[src/rtl/addr_mode_decoder.sv]
// addr_mode_decoder: registered 6502 opcode addressing-mode, effective-address and class decode.
module addr_mode_decoder (
    input  logic        clk,
    input  logic        rst,
    input  logic [7:0]  opcode,
    input  logic [15:0] pc,
    input  logic [7:0]  operand1,
    input  logic [7:0]  operand2,
    input  logic [7:0]  reg_x,
    input  logic [7:0]  reg_y,
    output logic [15:0] effective_addr,
    output logic [2:0]  addr_mode,
    output logic [1:0]  instruction_length,
    output logic        page_crossed,
    output logic        is_load,
    output logic        is_store,
    output logic        is_arithmetic,
    output logic        is_logical,
    output logic        is_shift,
    output logic        is_branch,
    output logic        is_jump,
    output logic        is_transfer,
    output logic        is_compare,
    output logic        is_flag,
    output logic        is_stack,
    output logic        use_reg_a,
    output logic        use_reg_x,
    output logic        use_reg_y,
    output logic        affects_n,
    output logic        affects_z,
    output logic        affects_c,
    output logic        affects_v,
    output logic        mem_read,
    output logic        mem_write
);
    typedef enum logic [2:0] {M_IMP, M_IMM, M_ZP, M_ZPIDX, M_ABS, M_ABSIDX, M_IND, M_REL} mode_e;
    typedef enum logic [3:0] {
        C_NONE, C_LOAD, C_STORE, C_ARITH, C_LOGIC, C_SHIFT, C_BRANCH,
        C_JUMP, C_TRANSFER, C_COMPARE, C_FLAG, C_STACK
    } class_e;
    typedef struct packed {
        logic [15:0] ea;
        mode_e       mode;
        logic [1:0]  len;
        logic        pcx;
        class_e      cls;
        logic        use_a, use_x, use_y, n, z, c, v, rd, wr;
    } out_t;
    localparam logic [23:0] MODES01 = {M_ABSIDX, M_ABSIDX, M_ZPIDX, M_IND, M_ABS, M_IMM, M_ZP, M_IND};
    localparam logic [23:0] MODES10 = {M_ABSIDX, M_IMP, M_ZPIDX, M_IMP, M_ABS, M_IMP, M_ZP, M_IMM};
    localparam logic [23:0] MODES00 = {M_ABSIDX, M_IMP, M_ZPIDX, M_REL, M_ABS, M_IMP, M_ZP, M_IMP};
    logic [1:0]  cc;
    logic [2:0]  aaa, bbb;
    logic        valid, idx_y, ix_mode, mem_mode, adc_sbc;
    class_e      cls;
    mode_e       mode;
    logic [7:0]  idx, zp_idx;
    logic [8:0]  lo_sum;
    logic [15:0] abs_idx, pc2, rel;
    out_t        out_d, out_q;
    assign cc  = opcode[1:0];
    assign aaa = opcode[7:5];
    assign bbb = opcode[4:2];
    always_comb begin
        cls   = C_NONE;
        valid = 1'b1;
        if (cc == 2'b01) begin
            valid = opcode != 8'h89;
            cls   = !valid ? C_NONE : aaa == 3'd4 ? C_STORE : aaa == 3'd5 ? C_LOAD :
                    aaa == 3'd6 ? C_COMPARE : aaa[1:0] == 2'b11 ? C_ARITH : C_LOGIC;
        end else begin
            casez (opcode)
                8'h84, 8'h8C, 8'h94, 8'h86, 8'h8E, 8'h96: cls = C_STORE;
                8'hA2, 8'hA6, 8'hAE, 8'hB6, 8'hBE, 8'hA0, 8'hA4, 8'hAC, 8'hB4, 8'hBC: cls = C_LOAD;
                8'hC0, 8'hC4, 8'hCC, 8'hE0, 8'hE4, 8'hEC: cls = C_COMPARE;
                8'hCA, 8'h88, 8'hC8, 8'hE8, 8'b11???110: cls = C_ARITH;
                8'h24, 8'h2C: cls = C_LOGIC;
                8'b0??01010, 8'b0????110: cls = C_SHIFT;
                8'b???10000: cls = C_BRANCH;
                8'h00, 8'h20, 8'h40, 8'h60, 8'h4C, 8'h6C: cls = C_JUMP;
                8'h8A, 8'h9A, 8'hAA, 8'hBA, 8'h98, 8'hA8: cls = C_TRANSFER;
                8'h18, 8'h38, 8'h58, 8'h78, 8'hB8, 8'hD8, 8'hF8: cls = C_FLAG;
                8'h08, 8'h28, 8'h48, 8'h68: cls = C_STACK;
                8'hEA: cls = C_NONE;
                default: valid = 1'b0;
            endcase
        end
    end
    assign mode = !valid ? M_IMP :
                  opcode inside {8'hA0, 8'hC0, 8'hE0} ? M_IMM :
                  opcode == 8'h20 ? M_ABS :
                  opcode == 8'h6C ? M_IND :
                  mode_e'(cc == 2'b01 ? MODES01[bbb*3 +: 3] :
                          cc == 2'b10 ? MODES10[bbb*3 +: 3] : MODES00[bbb*3 +: 3]);
    assign idx_y    = cc == 2'b01 ? (bbb == 3'd4 || bbb == 3'd6) : opcode inside {8'h96, 8'hB6, 8'hBE};
    assign ix_mode  = mode inside {M_ZPIDX, M_ABSIDX} || (mode == M_IND && cc == 2'b01);
    assign mem_mode = !(mode inside {M_IMP, M_IMM, M_REL});
    assign adc_sbc  = valid && cc == 2'b01 && opcode[6:5] == 2'b11;
    assign idx      = idx_y ? reg_y : reg_x;
    assign zp_idx   = operand1 + idx;
    assign lo_sum   = {1'b0, operand1} + {1'b0, idx};
    assign abs_idx  = {operand2, operand1} + {8'h00, idx};
    assign pc2      = pc + 16'd2;
    assign rel      = pc2 + {{8{operand1[7]}}, operand1};
    always_comb begin
        out_d       = '0;
        out_d.mode  = mode;
        out_d.cls   = cls;
        out_d.ea    = mode == M_IMM    ? pc + 16'd1 :
                      mode == M_ZP     ? {8'h00, operand1} :
                      mode == M_ZPIDX  ? {8'h00, zp_idx} :
                      mode == M_ABS    ? {operand2, operand1} :
                      mode == M_ABSIDX ? abs_idx :
                      mode == M_REL    ? rel :
                      mode == M_IND    ? (opcode == 8'h6C ? {operand2, operand1} :
                                          bbb == 3'd0 ? {8'h00, zp_idx} : {8'h00, operand1}) : 16'h0000;
        out_d.len   = mode == M_IMP ? 2'd1 :
                      (mode inside {M_ABS, M_ABSIDX} || opcode == 8'h6C) ? 2'd3 : 2'd2;
        out_d.pcx   = mode == M_ABSIDX ? lo_sum[8] : mode == M_REL && pc2[15:8] != rel[15:8];
        out_d.use_a = (valid && cc == 2'b01) ||
                      opcode inside {8'h24, 8'h2C, 8'hAA, 8'hA8, 8'h8A, 8'h98, 8'h48, 8'h68,
                                     8'h0A, 8'h2A, 8'h4A, 8'h6A};
        out_d.use_x = (ix_mode && !idx_y) ||
                      opcode inside {8'hA2, 8'hA6, 8'hAE, 8'hB6, 8'hBE, 8'hAA, 8'hBA, 8'h86, 8'h8E,
                                     8'h96, 8'h8A, 8'h9A, 8'hE0, 8'hE4, 8'hEC, 8'hE8, 8'hCA};
        out_d.use_y = (ix_mode && idx_y) ||
                      opcode inside {8'hA0, 8'hA4, 8'hAC, 8'hB4, 8'hBC, 8'hA8, 8'h84, 8'h8C,
                                     8'h94, 8'h88, 8'h98, 8'hC0, 8'hC4, 8'hCC, 8'hC8};
        out_d.n     = cls inside {C_LOAD, C_ARITH, C_LOGIC, C_SHIFT, C_COMPARE} ||
                      (cls == C_TRANSFER && opcode != 8'h9A) || opcode inside {8'h68, 8'h28, 8'h40};
        out_d.z     = out_d.n;
        out_d.c     = adc_sbc || cls inside {C_SHIFT, C_COMPARE} || opcode inside {8'h18, 8'h38, 8'h28, 8'h40};
        out_d.v     = adc_sbc || opcode inside {8'h24, 8'h2C, 8'hB8, 8'h28, 8'h40};
        out_d.rd    = mem_mode && cls inside {C_LOAD, C_LOGIC, C_COMPARE, C_ARITH, C_SHIFT};
        out_d.wr    = mem_mode && (cls == C_STORE || (cls inside {C_SHIFT, C_ARITH} && cc == 2'b10));
    end
    always_ff @(posedge clk) begin
        if (rst) out_q <= '0;
        else     out_q <= out_d;
    end
    assign effective_addr     = out_q.ea;
    assign addr_mode          = out_q.mode;
    assign instruction_length = out_q.len;
    assign page_crossed       = out_q.pcx;
    assign is_load            = out_q.cls == C_LOAD;
    assign is_store           = out_q.cls == C_STORE;
    assign is_arithmetic      = out_q.cls == C_ARITH;
    assign is_logical         = out_q.cls == C_LOGIC;
    assign is_shift           = out_q.cls == C_SHIFT;
    assign is_branch          = out_q.cls == C_BRANCH;
    assign is_jump            = out_q.cls == C_JUMP;
    assign is_transfer        = out_q.cls == C_TRANSFER;
    assign is_compare         = out_q.cls == C_COMPARE;
    assign is_flag            = out_q.cls == C_FLAG;
    assign is_stack           = out_q.cls == C_STACK;
    assign use_reg_a          = out_q.use_a;
    assign use_reg_x          = out_q.use_x;
    assign use_reg_y          = out_q.use_y;
    assign affects_n          = out_q.n;
    assign affects_z          = out_q.z;
    assign affects_c          = out_q.c;
    assign affects_v          = out_q.v;
    assign mem_read           = out_q.rd;
    assign mem_write          = out_q.wr;
endmodule

[config.mk]
export PLATFORM = sky130hd
export DESIGN_NAME = addr_mode_decoder
export DESIGN_NICKNAME = d
export VERILOG_FILES = /design/src/rtl/addr_mode_decoder.sv
export SDC_FILE = /design/constraint.sdc
export NUM_CORES = 1
export LEC_CHECK = 0
export CORE_MARGIN = 10
export CORE_UTILIZATION = 45
export CTS_BUF_LIST = sky130_fd_sc_hd__clkbuf_4
export CTS_CLUSTER_DIAMETER = 120
export DETAILED_ROUTE_END_ITERATION = 12
export GPL_ROUTABILITY_DRIVEN = 0
export HOLD_SLACK_MARGIN = 0.08
export PLACE_DENSITY_LB_ADDON = 0.12
export SYNTH_ARGS = -nofsm -noshare
export SYNTH_HDL_FRONTEND = slang
export SYNTH_SLANG_ARGS = --single-unit
export TNS_END_PERCENT = 5
[constraint.sdc]
create_clock -name clk -period 7.69 [get_ports clk]
set_clock_uncertainty 0.15 [all_clocks]
set_input_delay 1.538 -clock clk [delete_from_list [all_inputs] [get_ports clk]]
set_output_delay 1.538 -clock clk [all_outputs]
set_load 0.005 [all_outputs]
==> flow_metrics.py <==
metrics = {
    "outcome": {
        "status": "finished, final reports clean",
    },
    "global_route": {
        "globalRouteOverflowTotal": 0,
        "grt_max_degree": 33,
        "track_usage_pct": 19.5,
        "grt_antenna_before_repair": 1,
        "first_global_vias": 5257,
        "grt_first_pass_wirelength_mm": 26.2,
    },
    "final_layout": {
        "layout-drive-gt1-share_pct": 6.96,
        "fin_nets": 808,
        "syn_to_final_growth_pct": 17.4,
        "layout.cells.most_common": "sky130_fd_sc_hd__clkdlybuf4s50_1",
        "finalCoreUtilization_pct": 53.8,
        "final_cell_mix": "sky130_fd_sc_hd__clkdlybuf4s50_1, sky130_fd_sc_hd__nor2_1, sky130_fd_sc_hd__nand2_1",
    },
    "timing": {
        "grt_setup_unrepaired": "false",
        "worstMarginPinSlew_ns": 1.15,
        "fmax_mhz": 164,
        "number_of_failing_hold_endpoints_at_the_final_stage": 0,
        "worst_hold_slack_after_final_layout_ns": 1.72,
        "setup_total_negative_slack_ns": 0,
        "final_number_of_max_transition_violations": 0,
        "relSlewSlack_pct": 22.7,
        "setup_viol": 0,
        "fin_crit_period_ns": 6.11,
        "finalCritPeriodShare_pct": 79.5,
    },
    "routing": {
        "antenna_violating_nets_post_route": 0,
        "routed_wire_length_per_instance_microns": 18.9,
        "drt_wl_total_mm": 16.2,
        "firstDrtPassIters": 6,
        "drt-initial-drc-count": 619,
        "vias_after_detailed_routing": 5247,
        "remaining_drc_errors": 0,
        "detail_route.vias_per_cell": 6.11,
    },
    "worst_setup_path": {
        "crit_fanout": 23,
        "endpoint_kind": "flop",
        "worst_setup_path_startpoint": "opcode[3]",
        "crit_arrival_ns": 6.24,
        "critical_path.startpoint_type": "primary input",
        "worstSetupPathType": "in -> reg",
        "worst-endpoint-required_ns": 7.81,
    },
    "synth": {
        "proportion_of_register_bits_with_asynchronous_set_or_reset_after_synthesis_pct": 0,
        "postSynthCellCount": 668,
        "synth.avg_cell_area_sq_um": 7.43,
        "ys_ff_latch": 34,
        "syn_area_sq_mm": 0.00497,
        "synth-seq-area-share_pct": 13.7,
        "synth_cell_type_count": 86,
        "mappedNetlistNets": 759,
        "yosysWarnings": 0,
        "synth_enable_flop_cells": 0,
        "synth_ff_type": "sky130_fd_sc_hd__dfxtp_1",
    },
    "job": {
        "timing.max_cap.violations": 0,
    },
    "cts": {
        "cts_hold_repair.buffers": 0,
        "cts.htree.levels": 2,
        "clock-sinks": 34,
        "tritoncts.num_buffers": 5,
        "cts-root-to-sink-buffers": 2,
        "clock-root-buffer": "sky130_fd_sc_hd__clkbuf_4",
        "cts_post_setup_buffers_inserted": 0,
        "clkTransAtPathRegs_ns": 0.10,
        "clock_tree_from_tritoncts": "done",
        "cts-resized-gates": 0,
    },
    "die": {
        "io_pins": 100,
        "fp.dieArea_sq_mm": 0.0156,
        "coreArea_sq_mm": 0.0108,
        "die_boundary_width_microns": 125,
        "initial_util_pct": 45.8,
        "die_y_microns": 125,
        "rows": 38,
    },
    "pwr": {
        "power_density_mw_per_mm2": 114,
        "comb_power_share_pct": 54.8,
        "leakagePower_uw": 0.00214,
        "power_switching_uw": 278,
        "seq_power_share_pct": 29.5,
        "fraction_of_power_spent_switching_nets_pct": 41.9,
        "pwr-share-clk_pct": 15.8,
        "vdd_ir_drop_max_mv": 0.0512,
        "cell_internal_pwr_uw": 384,
    },
    "worst_hold_path": {
        "hold_path_class": "in -> reg",
        "worstHoldStart": "operand2[5]",
    },
    "placement": {
        "port_buffers": 99,
        "hpwlAfterDp_mm": 12.7,
    },
}
## cell usage after synthesis, types with 13 or more instances
cell	n	area, sq um
sky130_fd_sc_hd__nand2b_1	13	81.3
sky130_fd_sc_hd__xor2_1	33	289
sky130_fd_sc_hd__clkbuf_1	18	67.6
sky130_fd_sc_hd__a31oi_1	14	87.6
sky130_fd_sc_hd__nand2_1	50	188
sky130_fd_sc_hd__nor3_1	20	100
sky130_fd_sc_hd__xnor2_1	25	219
sky130_fd_sc_hd__ha_1	31	388
sky130_fd_sc_hd__nand3_1	27	135
sky130_fd_sc_hd__buf_4	23	173
sky130_fd_sc_hd__o21ai_0	25	125
sky130_fd_sc_hd__a21oi_1	43	215
sky130_fd_sc_hd__dfxtp_1	34	681
sky130_fd_sc_hd__inv_1	23	86.3
sky130_fd_sc_hd__nor2_1	60	225
## worst paths after layout
kind	to	depth (start not counted)
worst min-delay path	effective_addr[13]	3
worst max-delay path	effective_addr[13]	15
## cell type report
type                    count  area [sq um]
diodes                      1          2.50
clock buffers               5          37.5
clock inverters             3          16.3
fillers                  1095          5010
inverters                  25          93.8
multi-input cells         549          3810
flip-flops and latches     34           681
well taps                 140           175
repair buffers            102          1010
## logic make-up after synthesis
group / share of synthesized area [%]
buffers and inverters: 9.60
DFF: 13.7
and+or+nand+nor: 28.1
AOI/OAI and AO/OA: 27.1
muxes: 2.70
xor gates and xnor gates: 10.2
adders and majority gates: 8.62
## stage by stage
stage / cells / power, uW / area [sq um] / setup WS [ns]
after floorplan: 668 / 448 / 4970 / 2.39
after global placement: 850 / 547 / 5770 / 1.38
after detailed placement: 850 / 554 / 5770 / 1.20
after CTS: 858 / 657 / 5830 / 1.57
after global routing: 859 / 705 / 5830 / 1.20
final: 859 / 662 / 5830 / 1.58
## sequential cells by signal, indices dropped and copies added, names as in the netlist
name and cells:
mem_write 1, out_q 4, affects_c 1, mem_read 1
affects_z 1, use_reg_y 1, instruction_length 2, effective_addr 16
use_reg_a 1, affects_v 1, addr_mode 3, use_reg_x 1
page_crossed 1
## power by group through the flow
stage	registers (uW)	logic (uW)	clock network, uW
after global placement	199	349	0
after floorplan	197	251	0
final	195	362	104
after global routing	196	395	113
after detailed placement	199	355	0
after CTS	195	357	105
## routing by layer
layer	part of all wire [%]	vias to the layer above	GRT usage, %
li1	-	2540	-
met1	42	2442	23.1
met2	49	223	34.1
met3	6.3	42	2.79
met4	2.9	0	8.54
met5	0	-	0
## critical path: stages
cell and delay, ns:
sky130_fd_sc_hd__clkdlybuf4s50_1 0.98, sky130_fd_sc_hd__inv_1 0.22, sky130_fd_sc_hd__nor2_1 0.14, sky130_fd_sc_hd__nor4_1 0.06, sky130_fd_sc_hd__o21ai_1 0.71, sky130_fd_sc_hd__mux2_2 0.43
sky130_fd_sc_hd__ha_1 0.31, sky130_fd_sc_hd__a21o_1 0.18, sky130_fd_sc_hd__a221oi_1 0.45, sky130_fd_sc_hd__a21oi_1 0.17, sky130_fd_sc_hd__a31oi_1 0.41, sky130_fd_sc_hd__nor2_1 0.17
sky130_fd_sc_hd__a21boi_0 0.20, sky130_fd_sc_hd__o21ai_0 0.11, sky130_fd_sc_hd__a31oi_1 0.15
Power figures use the tool's default switching activity.
